[src/rtl/word_tokenizer_pkg.sv]
// Shared types and constants for the word tokenizer: token codes, FSM states,
// ASCII constants and keyword lookup helpers.
package word_tokenizer_pkg;

  typedef enum logic [1:0] {
    TOK_EOS   = 2'd0,
    TOK_BEGIN = 2'd1,
    TOK_END   = 2'd2,
    TOK_OTHER = 2'd3
  } tok_code_e;

  typedef enum logic [1:0] {
    S_IDLE,
    S_MB,
    S_ME,
    S_OTH
  } state_e;

  localparam logic [7:0] CH_SPACE    = 8'h20;
  localparam logic [7:0] CASE_OFFSET = 8'h20;
  localparam logic [7:0] CH_UPPER_A  = 8'h41;
  localparam logic [7:0] CH_UPPER_Z  = 8'h5A;
  localparam logic [7:0] CH_B        = 8'h62;
  localparam logic [7:0] CH_E        = 8'h65;

  localparam logic [2:0] BEGIN_LEN = 3'd5;
  localparam logic [2:0] END_LEN   = 3'd3;

  // Lowercase keyword character at position idx ("begin" or "end").
  function automatic logic [7:0] kw_char(input logic is_begin, input logic [2:0] idx);
    logic [7:0] c;
    c = 8'h00;
    if (is_begin) begin
      case (idx)
        3'd0: c = 8'h62;
        3'd1: c = 8'h65;
        3'd2: c = 8'h67;
        3'd3: c = 8'h69;
        3'd4: c = 8'h6E;
        default: c = 8'h00;
      endcase
    end else begin
      case (idx)
        3'd0: c = 8'h65;
        3'd1: c = 8'h6E;
        3'd2: c = 8'h64;
        default: c = 8'h00;
      endcase
    end
    return c;
  endfunction

  // Token code for a word that ends while the FSM is in state s with match index idx.
  function automatic tok_code_e word_code(input state_e s, input logic [2:0] idx);
    tok_code_e c;
    c = TOK_OTHER;
    if (s == S_MB && idx == BEGIN_LEN) c = TOK_BEGIN;
    if (s == S_ME && idx == END_LEN)   c = TOK_END;
    return c;
  endfunction

endpackage

[src/rtl/word_tokenizer_if.sv]
// Byte-in / token-out bus of the word tokenizer. master = byte source and
// token consumer, slave = tokenizer.
interface word_tokenizer_if #(
  parameter int unsigned LEN_W = 8,
  parameter int unsigned CNT_W = 16
) ();
  logic             in_valid;
  logic [7:0]       in_data;
  logic             in_last;
  logic             in_ready;
  logic             tok_valid;
  logic [1:0]       tok_code;
  logic [LEN_W-1:0] tok_len;
  logic             tok_last;
  logic             tok_ready;
  logic [CNT_W-1:0] word_count;

  modport master (
    output in_valid, in_data, in_last, tok_ready,
    input  in_ready, tok_valid, tok_code, tok_len, tok_last, word_count
  );

  modport slave (
    input  in_valid, in_data, in_last, tok_ready,
    output in_ready, tok_valid, tok_code, tok_len, tok_last, word_count
  );
endinterface

[src/rtl/word_tokenizer_char_classifier.sv]
// Combinational byte classifier: flags the space separator and folds ASCII
// uppercase letters to lowercase for keyword matching.
module char_classifier
  import word_tokenizer_pkg::*;
(
  input  logic [7:0] byte_i,
  output logic       is_space_o,
  output logic [7:0] lower_o
);
  always_comb begin
    is_space_o = (byte_i == CH_SPACE);
    lower_o    = byte_i;
    if (byte_i >= CH_UPPER_A && byte_i <= CH_UPPER_Z) lower_o = byte_i + CASE_OFFSET;
  end
endmodule

[src/rtl/word_tokenizer.sv]
// Splits a byte stream into space-delimited words and emits one registered
// token (BEGIN/END/OTHER/EOS) per word with its saturating length.
module word_tokenizer
  import word_tokenizer_pkg::*;
#(
  parameter int unsigned LEN_W = 8,
  parameter int unsigned CNT_W = 16
) (
  input logic             clk,
  input logic             reset,
  word_tokenizer_if.slave bus
);
  state_e           state_q, state_d, nxt_state;
  logic [2:0]       idx_q, idx_d, nxt_idx;
  logic [LEN_W-1:0] len_q, len_d, len_inc;
  logic             tok_valid_q;
  tok_code_e        tok_code_q;
  logic [LEN_W-1:0] tok_len_q;
  logic             tok_last_q;
  logic [CNT_W-1:0] cnt_q;

  logic             in_ready, accept, is_space;
  logic [7:0]       lower;
  logic             emit, emit_last;
  tok_code_e        emit_code;
  logic [LEN_W-1:0] emit_len;

  char_classifier u_cls (
    .byte_i    (bus.in_data),
    .is_space_o(is_space),
    .lower_o   (lower)
  );

  assign in_ready       = !tok_valid_q || bus.tok_ready;
  assign accept         = bus.in_valid && in_ready;
  assign bus.in_ready   = in_ready;
  assign bus.tok_valid  = tok_valid_q;
  assign bus.tok_code   = tok_code_q;
  assign bus.tok_len    = tok_len_q;
  assign bus.tok_last   = tok_last_q;
  assign bus.word_count = cnt_q;

  // Where a non-space byte would take the matcher; shared by the normal and in_last paths.
  always_comb begin
    nxt_state = state_q;
    nxt_idx   = idx_q;
    len_inc   = (len_q == '1) ? len_q : len_q + 1'b1;
    case (state_q)
      S_IDLE: begin
        nxt_idx = 3'd1;
        if (lower == CH_B)      nxt_state = S_MB;
        else if (lower == CH_E) nxt_state = S_ME;
        else                    nxt_state = S_OTH;
      end
      S_MB: begin
        if (idx_q < BEGIN_LEN && lower == kw_char(1'b1, idx_q)) nxt_idx = idx_q + 3'd1;
        else nxt_state = S_OTH;
      end
      S_ME: begin
        if (idx_q < END_LEN && lower == kw_char(1'b0, idx_q)) nxt_idx = idx_q + 3'd1;
        else nxt_state = S_OTH;
      end
      default: nxt_state = S_OTH;
    endcase
  end

  always_comb begin
    state_d   = state_q;
    idx_d     = idx_q;
    len_d     = len_q;
    emit      = 1'b0;
    emit_code = TOK_EOS;
    emit_len  = '0;
    emit_last = 1'b0;
    if (accept) begin
      if (is_space) begin
        state_d = S_IDLE;
        idx_d   = '0;
        len_d   = '0;
        if (state_q != S_IDLE) begin
          emit      = 1'b1;
          emit_code = word_code(state_q, idx_q);
          emit_len  = len_q;
          emit_last = bus.in_last;
        end else if (bus.in_last) begin
          emit      = 1'b1;
          emit_last = 1'b1;
        end
      end else if (bus.in_last) begin
        // Final byte joins the word first, so classify on the post-byte match state.
        emit      = 1'b1;
        emit_code = word_code(nxt_state, nxt_idx);
        emit_len  = len_inc;
        emit_last = 1'b1;
        state_d   = S_IDLE;
        idx_d     = '0;
        len_d     = '0;
      end else begin
        state_d = nxt_state;
        idx_d   = nxt_idx;
        len_d   = len_inc;
      end
    end
  end

  always_ff @(posedge clk or negedge reset) begin
    if (!reset) begin
      state_q <= S_IDLE;
      idx_q   <= '0;
      len_q   <= '0;
    end else begin
      state_q <= state_d;
      idx_q   <= idx_d;
      len_q   <= len_d;
    end
  end

  always_ff @(posedge clk or negedge reset) begin
    if (!reset) begin
      tok_valid_q <= 1'b0;
      tok_code_q  <= TOK_EOS;
      tok_len_q   <= '0;
      tok_last_q  <= 1'b0;
      cnt_q       <= '0;
    end else if (emit) begin
      tok_valid_q <= 1'b1;
      tok_code_q  <= emit_code;
      tok_len_q   <= emit_len;
      tok_last_q  <= emit_last;
      if (emit_code != TOK_EOS && cnt_q != '1) cnt_q <= cnt_q + 1'b1;
    end else if (bus.tok_ready) begin
      tok_valid_q <= 1'b0;
    end
  end

endmodule
[src/flat_wrapper.sv]
// flat-port wrapper written by rule: the top's interface ports become plain ports
module word_tokenizer_flat import word_tokenizer_pkg::*;
#(
  parameter int unsigned LEN_W = 8,
  parameter int unsigned CNT_W = 16
)
  (clk, reset, bus_in_valid, bus_in_data, bus_in_last, bus_tok_ready, bus_in_ready, bus_tok_valid, bus_tok_code, bus_tok_len, bus_tok_last, bus_word_count);
  word_tokenizer_if #(.LEN_W(LEN_W), .CNT_W(CNT_W)) bus_i ();
  input logic clk;
  input logic reset;
  input wire logic [$bits(bus_i.in_valid)-1:0] bus_in_valid;
  input wire logic [$bits(bus_i.in_data)-1:0] bus_in_data;
  input wire logic [$bits(bus_i.in_last)-1:0] bus_in_last;
  input wire logic [$bits(bus_i.tok_ready)-1:0] bus_tok_ready;
  output wire logic [$bits(bus_i.in_ready)-1:0] bus_in_ready;
  output wire logic [$bits(bus_i.tok_valid)-1:0] bus_tok_valid;
  output wire logic [$bits(bus_i.tok_code)-1:0] bus_tok_code;
  output wire logic [$bits(bus_i.tok_len)-1:0] bus_tok_len;
  output wire logic [$bits(bus_i.tok_last)-1:0] bus_tok_last;
  output wire logic [$bits(bus_i.word_count)-1:0] bus_word_count;
  assign bus_i.in_valid = bus_in_valid;
  assign bus_i.in_data = bus_in_data;
  assign bus_i.in_last = bus_in_last;
  assign bus_i.tok_ready = bus_tok_ready;
  assign bus_in_ready = bus_i.in_ready;
  assign bus_tok_valid = bus_i.tok_valid;
  assign bus_tok_code = bus_i.tok_code;
  assign bus_tok_len = bus_i.tok_len;
  assign bus_tok_last = bus_i.tok_last;
  assign bus_word_count = bus_i.word_count;
  word_tokenizer #(.LEN_W(LEN_W), .CNT_W(CNT_W)) u_core (.clk(clk), .reset(reset), .bus(bus_i));
endmodule
[config.mk]
export PLATFORM = sky130hd
export DESIGN_NAME = word_tokenizer_flat
export DESIGN_NICKNAME = d
export VERILOG_FILES = /design/src/rtl/word_tokenizer_pkg.sv /design/src/rtl/word_tokenizer_if.sv /design/src/rtl/word_tokenizer_char_classifier.sv /design/src/rtl/word_tokenizer.sv /design/src/flat_wrapper.sv
export SDC_FILE = /design/constraint.sdc
export NUM_CORES = 1
export LEC_CHECK = 0
export ABC_AREA = 1
export CAP_MARGIN = 20
export CELL_PAD_IN_SITES_DETAIL_PLACEMENT = 1
export CELL_PAD_IN_SITES_GLOBAL_PLACEMENT = 1
export CORE_UTILIZATION = 42
export DETAILED_ROUTE_END_ITERATION = 10
export HOLD_SLACK_MARGIN = 0.15
export PLACE_DENSITY = 0.92
export SLEW_MARGIN = 20
export SYNTH_ARGS = -nofsm -noshare
export SYNTH_HDL_FRONTEND = slang
export SYNTH_SLANG_ARGS = --single-unit
[constraint.sdc]
create_clock -name clk -period 5.63 [get_ports clk]
set_clock_uncertainty 0.2 [all_clocks]
set_input_delay 0.8445 -clock clk [delete_from_list [all_inputs] [get_ports clk]]
set_output_delay 0.8445 -clock clk [all_outputs]
set_load 0.05 [all_outputs]
==> results of run 1 <==
-- logic make-up (layout without fill, tap and decap cells) --
family,count (synthesis),count (layout),share of synthesized area
buffers and inverters,55,99,0.0790
AND/OR/NAND/NOR,241,241,0.385
flip-flops,41,41,0.358
AO/OA/AOI/OAI,43,43,0.0912
adder cells (fa/ha/maj),8,8,0.0349
XOR/XNOR,17,17,0.0519
-- registers in the layout, indices dropped and copies added (netlist names) --
name,flops
u_core.bus.tok_code,2
u_core.bus.tok_last,1
u_core.bus.tok_len,8
u_core.bus.tok_valid,1
u_core.bus.word_count,16
u_core.idx_q,3
u_core.len_q,8
u_core.state_q,2
-- synth_stat cells (3+ instances only) --
cell type  count  share of area
nor2_1        41          0.054
inv_1         43          0.056
nor3_1        10          0.017
clkbuf_1       4         0.0052
nand3_2        4          0.014
dfrtp_1       41           0.36
ha_1           8          0.035
xor2_1        10          0.031
a221oi_1       5          0.015
inv_2          6         0.0079
nand2_1      102           0.13
nand4_1       10          0.022
o22ai_1        9          0.020
nand3_1       48          0.084
xnor2_1        7          0.021
nor2_2         3         0.0065
nand2_2       17          0.037
o21ai_0       13          0.023
a21oi_1        9          0.016
-- worst paths after layout --
check                           cells past startpoint             startpoint  slack [ns]                       end
worst min register to register                      1  u_core.bus.tok_len[0]        0.31     u_core.bus.tok_len[0]
worst max register to register                     22        u_core.idx_q[0]        2.15  u_core.bus.word_count[9]
min in group asynchronous                           1                  reset        0.49         u_core.state_q[0]
worst min-delay path                                1  u_core.bus.tok_len[0]        0.31     u_core.bus.tok_len[0]
worst max-delay path                               21         bus_in_data[3]        2.01  u_core.bus.word_count[9]
max in group asynchronous                           1                  reset        4.14           u_core.idx_q[2]
-- routing by layer --
layer | track usage | share of wire | up-vias
li1 | - | - | 1413
met1 | 0.322 | 0.43 | 1486
met2 | 0.462 | 0.53 | 62
met3 | 0.0354 | 0.032 | 8
met4 | 0.0586 | 0.0091 | 0
met5 | 0 | 0 | -
-- final cells by class --
type                    count  area, µm²
clock buffers               6       72.6
clock inverters             2       10.0
fillers                   869       3040
inverters                  49        184
multi-input cells         309       1610
flip-flops and latches     41       1030
well taps                  77       96.3
repair buffers             42        413
-- power groups by stage --
stage / clock (µW) / combinational [µW] / sequential, µW
final: 191 / 361 / 371
after global routing: 205 / 390 / 376
after CTS: 193 / 362 / 371
after detailed placement: 0 / 359 / 376
after global placement: 0 / 345 / 374
after floorplan: 0 / 146 / 465
-- worst register-to-register path: cells and delay by family (launching register included) --
family | cells | cell delay [ns]
flip-flops | 1 | 0.49
buffers and inverters | 2 | 0.23
adder cells (fa/ha/maj) | 1 | 0.29
AO/OA/AOI/OAI | 1 | 0.15
AND/OR/NAND/NOR | 18 | 2.02
-- placed cells by master (no fill, tap or decap), drive strengths merged, types with 9 or more instances in the layout --
cell type / instances
nand2: 121
nand3: 52
inv: 49
nor2: 44
dfrtp: 41
clkdlybuf4s50: 40
o21ai: 16
nor3: 10
nand4: 10
xor2: 10
o22ai: 9
a21oi: 9
-- through the flow --
| step | instance area, µm² | setup WS, ns | hold slack, ns |
|---|---|---|---|
| after floorplan | 2870 | 2.74 | 0.328 |
| after global placement | 3330 | 1.92 | 0.270 |
| after detailed placement | 3330 | 1.68 | 0.287 |
| after CTS | 3420 | 2.01 | 0.306 |
| after global routing | 3420 | 1.66 | 0.329 |
| final | 3420 | 2.01 | 0.306 |
==> impl_metrics.ini, run 1 <==
[global_route]
first_global_vias = 3067
global_route_usage_over_all_layers = 0.255
grt_first_pass_wirelength_um = 14700
initial_antenna_violation_count = 0
pin_count_of_the_biggest_net_entering_global_routing = 42
grt_overflow_total = 0

[layout]
antenna_cells = 0
layout-area-overhead-vs-synth_pct = 19.2
filler_free_cell_count_of_the_finished_design = 526
utilization = 0.529
proportion_of_layout_cells_with_a_drive_suffix_above_1 = 0.0935
nets = 469

[synthesis]
total_number_of_yosys_warnings = 0
synth_cells = 405
ys_async_sr_fraction = 1.00
synth.ff_latch_count = 41
yosysSeqAreaShare = 0.358
synth_top_flop_cell = dfrtp_1
synth-edff-count = 0
synth.cell_area_mm2 = 0.00287
postSynthAreaPerCell_um2 = 7.08
syn_nets = 426
ys_types = 29

[place]
place.detailed.hpwl_um = 6580
port_buffers = 41
gp_congestion = 0.887
placed_cells_incl_taps = 518

[die]
boundaryPins = 42
fp.coreArea_mm2 = 0.00646
die_width_um = 84.6
die_area_mm2 = 0.00716
placement_rows = 29
die_height_um = 84.6
initial_core_util = 0.444

[job]
cap_viol_max_count = 0

[worst_setup_path]
worst-setup-path-type = input port to flip-flop
data_arrival_time_at_the_worst_slack_endpoint_ns = 3.60
cpMostUsedCell = nand2_1
critical_path_required_ns = 5.60
path_delay_family = simple AND/OR/NAND/NOR gates
critical_path_peak_fanout = 18
critical_path.endpoint_type = flip-flop
worstPathCellList = clkdlybuf4s50_1 > nor2_1 > nand3_1 > nand3_2 > nand2_1 > nor2_1 > nand2_1 > nand2_1 > nand3_1 > nand2_1 > nand2_1 > nand3_1 > nor2_1 > nand3_1 > nand2_1 > nand2_1 > nand2_2 > nand2_4 > nand2_4 > nand2_2 > nand2_1
startpoint_type = input port
timing.critical_path.slowest_cell_delay_ns = 0.48
crit_buf_inv = 1
critPathSlowestCell = clkdlybuf4s50_1

[status]
outcome = complete, no violations

[clock_tree]
postCtsSetupRepairBufs = 0
cts_max_path_buffers = 2
cts_inserted_buffers = 5
clock_insertion_delay_worst_skew_ns = 0.29
cts-htree-levels = 2
ctsHoldBuffers = 0
post_cts_resize_count = 0
clock_sinks = 41
clk_pin_slew_worst_paths_ns = 0.08
cts_tree = done
cts.root.buffer_cell = clkbuf_8

[power_and_ir_drop]
leakage_uw = 0.00159
power.switching_uw = 392
p_sw_frac = 0.424
sequentialPowerShare = 0.402
power_density_mw_per_mm2 = 270
vdd.ir_drop.worst_uv = 213
clock_power_share = 0.207
total_power_uw = 923
power_frac_comb = 0.391
internal_power_uw = 531

[hold_path]
worst_hold_path_type = flip-flop to flip-flop

[detailed_routing]
antenna_violating_nets_post_route = 0
vias = 2969
detail_route.drc_violations = 0
viasPerCell = 5.64
drt_pre_antenna_iters = 4
detailedRoute.firstIterationViolations = 172
routed_wl_um = 8700
wire_per_inst_um = 16.5

[sta]
setup_violations = 0
fin_setup_tns_ns = 0
max-slew-margin-rel = 0.369
timing.final.hold_violations = 0
final.period_utilization = 0.643
grt_setup_unrepaired = no
max_freq_ghz = 0.276
finalCriticalPeriod_ns = 3.62
timing_max_transition_violations_final = 0
worst_slew_pin_slew_ns = 0.947
Note: power is estimated with default switching activity, not from simulation.
==> run 2, diff against run 1 <==
--- a/config.mk
+++ b/config.mk
@@ -9,10 +9,10 @@
 export CAP_MARGIN = 20
 export CELL_PAD_IN_SITES_DETAIL_PLACEMENT = 1
 export CELL_PAD_IN_SITES_GLOBAL_PLACEMENT = 1
-export CORE_UTILIZATION = 42
+export CORE_UTILIZATION = 39
 export DETAILED_ROUTE_END_ITERATION = 10
 export HOLD_SLACK_MARGIN = 0.15
-export PLACE_DENSITY = 0.92
+export PLACE_DENSITY = 0.87
 export SLEW_MARGIN = 20
 export SYNTH_ARGS = -nofsm -noshare
 export SYNTH_HDL_FRONTEND = slang
==> constraint.sdc (replaced) <==
create_clock -name clk -period 3.4 [get_ports clk]
set_clock_uncertainty 0.2 [all_clocks]
set_input_delay 0.51 -clock clk [delete_from_list [all_inputs] [get_ports clk]]
set_output_delay 0.51 -clock clk [all_outputs]
set_load 0.05 [all_outputs]
==> impl_metrics.ini, run 2 (same netlist as run 1, synthesis figures left out) <==
[sta]
max_freq_ghz = 0.325
timing.final.hold_violations = 0
max-slew-margin-rel = 0.376
fin_setup_tns_ns = 0
timing_max_transition_violations_final = 0
worst_slew_pin_slew_ns = 0.936
setup_violations = 0
finalCriticalPeriod_ns = 3.08
grt_setup_unrepaired = no
final.period_utilization = 0.906

[power_and_ir_drop]
clock_power_share = 0.207
leakage_uw = 0.00165
power_frac_comb = 0.397
p_sw_frac = 0.420
power.switching_uw = 653
total_power_uw = 1550
vdd.ir_drop.worst_uv = 317
sequentialPowerShare = 0.396
power_density_mw_per_mm2 = 436
internal_power_uw = 901

[worst_setup_path]
data_arrival_time_at_the_worst_slack_endpoint_ns = 3.07
critPathSlowestCell = clkdlybuf4s50_1
critical_path_required_ns = 3.39
critical_path_peak_fanout = 15
path_delay_family = simple AND/OR/NAND/NOR gates
worstPathCellList = clkdlybuf4s50_1 > nor2_1 > nand3_1 > nand3_2 > nand2_1 > nand2_1 > nand2_1 > nand2_1 > inv_2 > nand3_2 > o21ai_1 > nand2_1 > nand2_1 > inv_1 > nand3_1 > nand2_1 > nand2_1 > nand2_2 > nand2_4 > nand2_8 > nand2_1 > nand2_1
crit_buf_inv = 3
critical_path.endpoint_type = flip-flop
worst-setup-path-type = input port to flip-flop
startpoint_type = input port
timing.critical_path.slowest_cell_delay_ns = 0.56
cpMostUsedCell = nand2_1

[clock_tree]
cts_inserted_buffers = 5
ctsHoldBuffers = 0
post_cts_resize_count = 0
clock_insertion_delay_worst_skew_ns = 0.30
cts_tree = done
clk_pin_slew_worst_paths_ns = 0.08
cts-htree-levels = 2
cts.root.buffer_cell = clkbuf_8
clock_sinks = 41
postCtsSetupRepairBufs = 0
cts_max_path_buffers = 2

[place]
place.detailed.hpwl_um = 6310
gp_congestion = 0.861
place_area_mm2 = 0.00345
port_buffers = 41

[die]
die_width_um = 87.7
placement_rows = 30
die_area_mm2 = 0.00770
initial_core_util = 0.413
die_height_um = 87.7
fp.coreArea_mm2 = 0.00694
boundaryPins = 42

[global_route]
pin_count_of_the_biggest_net_entering_global_routing = 42
global_route_usage_over_all_layers = 0.237
grt_first_pass_wirelength_um = 14200
grt_overflow_total = 0
initial_antenna_violation_count = 0
first_global_vias = 3016

[hold_path]
worst_hold_path_type = input port to async pin

[layout]
antenna_cells = 0
most-common-layout-cells = nand2_1 (102), nand3_1 (48), inv_1 (41)
nets = 480
proportion_of_layout_cells_with_a_drive_suffix_above_1 = 0.130
max_reg_flops = 16
layout-area-overhead-vs-synth_pct = 24.3
post-route-cell-area_mm2 = 0.00356
most_common_cell_after_layout_fill_and_taps_aside = nand2_1

[detailed_routing]
vias = 2912
drt_pre_antenna_iters = 4
antenna_violating_nets_post_route = 0
wire_per_inst_um = 15.1
detail_route.drc_violations = 0
detailedRoute.firstIterationViolations = 145
routed_wl_um = 8410
viasPerCell = 5.24

[status]
outcome = complete, no violations

[job]
cap_viol_max_count = 0
-- run 2: cell types whose count changed in the layout (fill, tap and decap cells not counted), moves of 2 or more --
cell and delta:
buf_4 +10, dfrtp_1 -2, inv_2 +2, inv_1 -2
dfrtp_2 +2
-- run 2: power groups by stage --
| stage | clock, µW | combinational, µW | sequential [µW] |
|---|---|---|---|
| finish | 322 | 617 | 615 |
| global route | 349 | 675 | 624 |
| CTS | 329 | 614 | 614 |
| detailed placement | 0 | 608 | 622 |
| floorplan | 0 | 242 | 770 |
| global placement | 0 | 592 | 618 |
-- run 2: area by class of cell --
| type | instances | area, µm² |
|---|---|---|
| Clock inverter | 2 | 10.0 |
| Inverter | 49 | 184 |
| Tap cell | 96 | 120 |
| Timing Repair Buffer | 53 | 508 |
| Fill cell | 907 | 3380 |
| Clock buffer | 6 | 72.6 |
| Sequential cell | 41 | 1030 |
| Multi-Input combinational cell | 309 | 1640 |
-- run 2: metrics by stage --
| step | std cells | util | worst slack (ns) | hold slack (ns) |
|---|---|---|---|---|
| after floorplan | 405 | - | 0.669 | 0.0144 |
| after global placement | 548 | 0.497 | 0.146 | 0.277 |
| after detailed placement | 548 | 0.497 | 0.0304 | 0.291 |
| after CTS | 556 | 0.509 | 0.134 | 0.180 |
| after global routing | 556 | 0.513 | 0.000203 | 0.209 |
| final | 556 | 0.513 | 0.319 | 0.142 |
-- run 2: per-layer routing --
layer / wire length [µm] / part of all wire / global-route usage
met1: 3860 / 0.46 / 0.310
met2: 4190 / 0.50 / 0.409
met3: 259 / 0.031 / 0.0283
met4: 102 / 0.012 / 0.0700
met5: 0 / 0 / 0
-- run 2: worst reg2reg max path: stages (launching register included) --
cell and delay, ns:
dfrtp_2 0.46, inv_2 0.13, ha_2 0.24, nand2_1 0.13
nand3_1 0.11, nand3_1 0.08, nor2_1 0.11, nand3_1 0.15
nor2_2 0.13, nand3_2 0.14, o21ai_1 0.17, nand2_1 0.07
nand2_1 0.08, inv_1 0.06, nand3_1 0.06, nand2_1 0.06
nand2_1 0.09, nand2_2 0.08, nand2_4 0.13, nand2_8 0.13
nand2_1 0.12, nand2_1 0.06
-- run 2: worst paths after layout --
check                                      start                  endpoint  slack [ns]  cells after the start
min reg2reg                u_core.bus.tok_len[6]     u_core.bus.tok_len[6]        0.30                      1
min                                        reset      u_core.bus.tok_valid        0.14                      1
max in group asynchronous                  reset           u_core.idx_q[0]        2.20                      1
min in group clk           u_core.bus.tok_len[6]     u_core.bus.tok_len[6]        0.30                      1
max                               bus_in_data[2]  u_core.bus.word_count[2]        0.32                     22
max reg2reg                      u_core.idx_q[0]  u_core.bus.word_count[2]        0.34                     21
==> RTL change, RTL diff (flow settings as in run 2) <==
Re-encode `state_e` (4 states) as one-hot, 4 bits wide.
--- a/src/rtl/word_tokenizer_pkg.sv
+++ b/src/rtl/word_tokenizer_pkg.sv
@@ -10,9 +10,9 @@
   } tok_code_e;
 
-  typedef enum logic [1:0] {
-    S_IDLE,
-    S_MB,
-    S_ME,
-    S_OTH
+  typedef enum logic [3:0] {
+    S_IDLE = 4'b0001,
+    S_MB   = 4'b0010,
+    S_ME   = 4'b0100,
+    S_OTH  = 4'b1000
   } state_e;
 
Function: same outputs for any inputs over 4 cycles, from zero or initial values and one cycle with reset low; so few cycles prove little.
==> RTL change against run 2 <==
- clock power rose by 17%
- final area grew 2.9%
- count of clock-buffer cells in the layout increased by 1
- highest routed layer unchanged
- sequential cell count rose by 2
- power rose by 1.3%
- fmax decreased by 2.6%
- via count increased by 3.7%
- die area increased by 2.0%
- area after synthesis increased by 2.0%
- routed wire length up 5.9%
- setup slack lost 0.083 ns
- utilization is 0.74 points lower
==> RTL change: results (changes against run 2) <==
| Metric | Value |
|---|---|
| Run status | `completed (unchanged)` |
| Async SR Flop Fraction | `100% (unchanged)` |
| First-pass GRT wire length | `14800 microns (was 14200 microns)` |
| Fin cells | `567 (was 556)` |
| Antenna violations before repair | `0 (unchanged)` |
| H-Tree Depth | `2 (unchanged)` |
| Slew @ Worst Pin | `0.790 ns (was 0.936 ns)` |
| Synth Area in Adders | `3.42% (was 3.49%)` |
| Post-CTS setup buffer count | `0 (unchanged)` |
| Post-synthesis mux area share | `0% (unchanged)` |
| Cell leakage power | `1.78 nW (was 1.65 nW)` |
| Number of max-cap violations | `0 (unchanged)` |
| Crit path DAT | `3.16 ns (was 3.07 ns)` |
| Clk_lat worst skew | `a little over 0.3 ns` |
| Total CTS buffers | `5 (unchanged)` |
| Setup WS pre-CTS | `-0.0850 ns (was 0.0304 ns)` |
| DR iter-0 viols | `106 (was 145)` |
| Top post-synthesis cells by area | `dfrtp_1 36%, nand2_1 14%, nand3_1 7.4% (was dfrtp_1 36%, nand2_1 13%, nand3_1 8.4%)` |
| Clock transition at the registers of the reported paths | `0.09 ns` |
| Port Buf Inserts | `41 (unchanged)` |
| Fraction of layout instances using a drive strength above 1 | `12.4% (was 13.0%)` |
| CP max stage cell | `dfrtp_2 (was clkdlybuf4s50_1)` |
| Max reg flops | `16 (unchanged)` |
| Vias in the first global route | `3192 (was 3016)` |
| Largest net degree at the start of global routing | `44 (was 42)` |
| Worst-path maximum fanout | `12 (was 15)` |
| Dpl hpwl | `6560 microns (was 6310 microns)` |
| Root buffer cell | `clkbuf_8 (unchanged)` |
| HP Class | `flip-flop to flip-flop (was input port to asynchronous set/reset pin)` |
| # diodes | `0 (unchanged)` |
| Wire length per cell | `15.7 microns (was 15.1 microns)` |
| Cell Area, Placed | `3500 sq um (was 3450 sq um)` |
| Die span in x | `88.6 microns (was 87.7 microns)` |
| Ys flop type | `dfrtp_1 (unchanged)` |
| Post-synthesis compound-gate area fraction | `9.46% (was 9.12%)` |
| CTS Buffer Depth | `2 (unchanged)` |
| Max IR drop VDD | `0.343 mV (was 0.317 mV)` |
| Most common library cells after synthesis | `112 x nand2_1, 47 x inv_1, 43 x nand3_1 (was 102 x nand2_1, 48 x nand3_1, 43 x inv_1)` |
| Worst path top cell family by delay | `simple AND/OR/NAND/NOR gates (unchanged)` |
| Net count, final | `488 (was 480)` |
| Tot GR Track Use | `24.0% (was 23.7%)` |
| Yosys warning count | `0 (unchanged)` |
| Post-synthesis sequential area ratio | `36.8% (was 35.8%)` |
| Pre-Repair DR Iteration Count | `4 (unchanged)` |
| Gpl congestion | `0.822 (was 0.861)` |
| Synth Net Count | `434 (was 426)` |
| Placed insts | `558 (was 548)` |
| Fill count | `954 (was 907)` |
| Synth Area in XOR/XNOR | `4.79% (was 5.19%)` |
| Critical Path Max Stage Delay | `0.46 ns (was 0.56 ns)` |
| Cells after synthesis | `413 (was 405)` |
| Library cells used by synthesis | `30 (was 29)` |
| Vias per cell | `5.32 (was 5.24)` |
==> RTL change: changes by cell type in the layout (fill, tap and decap cells not counted), sizes merged, moves of 6 or more <==
cell,before,now
nand2,121,132
o21ai,16,25
clkdlybuf4s50,40,34
dlymetal6s2s,0,6
nand3,52,46
==> RTL change: path summary, 6_finish.rpt <==
check	start	cells past startpoint	endpoint	slack, ns
worst min-delay path	u_core.bus.tok_len[2]	2	u_core.bus.tok_len[2]	0.31
min in group asynchronous	reset	2	u_core.bus.word_count[11]	0.54
worst min register to register	u_core.bus.tok_len[2]	2	u_core.bus.tok_len[2]	0.31
max in group asynchronous	reset	2	u_core.idx_q[0]	2.02
worst max-delay path	u_core.idx_q[0]	22	u_core.bus.word_count[2]	0.24
worst max register to register	u_core.idx_q[0]	22	u_core.bus.word_count[2]	0.24
==> RTL change: final cells by class <==
cell class	count	area [sq um]	area share, %
clock buffer	7	96.3	2.63
clock inverter	1	7.51	0.205
inverter	51	191	5.22
multi-input combinational	314	1650	45.0
sequential	43	1080	29.4
tap	99	124	3.38
timing repair buffer	52	520	14.2
==> RTL change: routing by layer <==
metal / vias to the layer above / GRT usage [%] / share of wire (%)
li1: 1449 / - / -
met1: 1491 / 30.6 / 45
met2: 63 / 42.3 / 49
met3: 16 / 3.82 / 3.4
met4: 0 / 6.45 / 2.1
met5: - / 0 / 0
==> RTL change: power by group <==
group / total [mW] / switching (mW) / leakage, nW / internal (mW)
clock: 0.377 / 0.192 / 0.0505 / 0.185
sequential: 0.628 / 0.0599 / 0.565 / 0.568
combinational: 0.569 / 0.375 / 1.16 / 0.193
==> RTL change: timing repair <==
item | CTS | global route
setup endpoints to repair | 0 | 16
endpoints found under the hold margin | 0 | 42
gates resized for setup | 0 | 15
hold buffers | 0 | 1
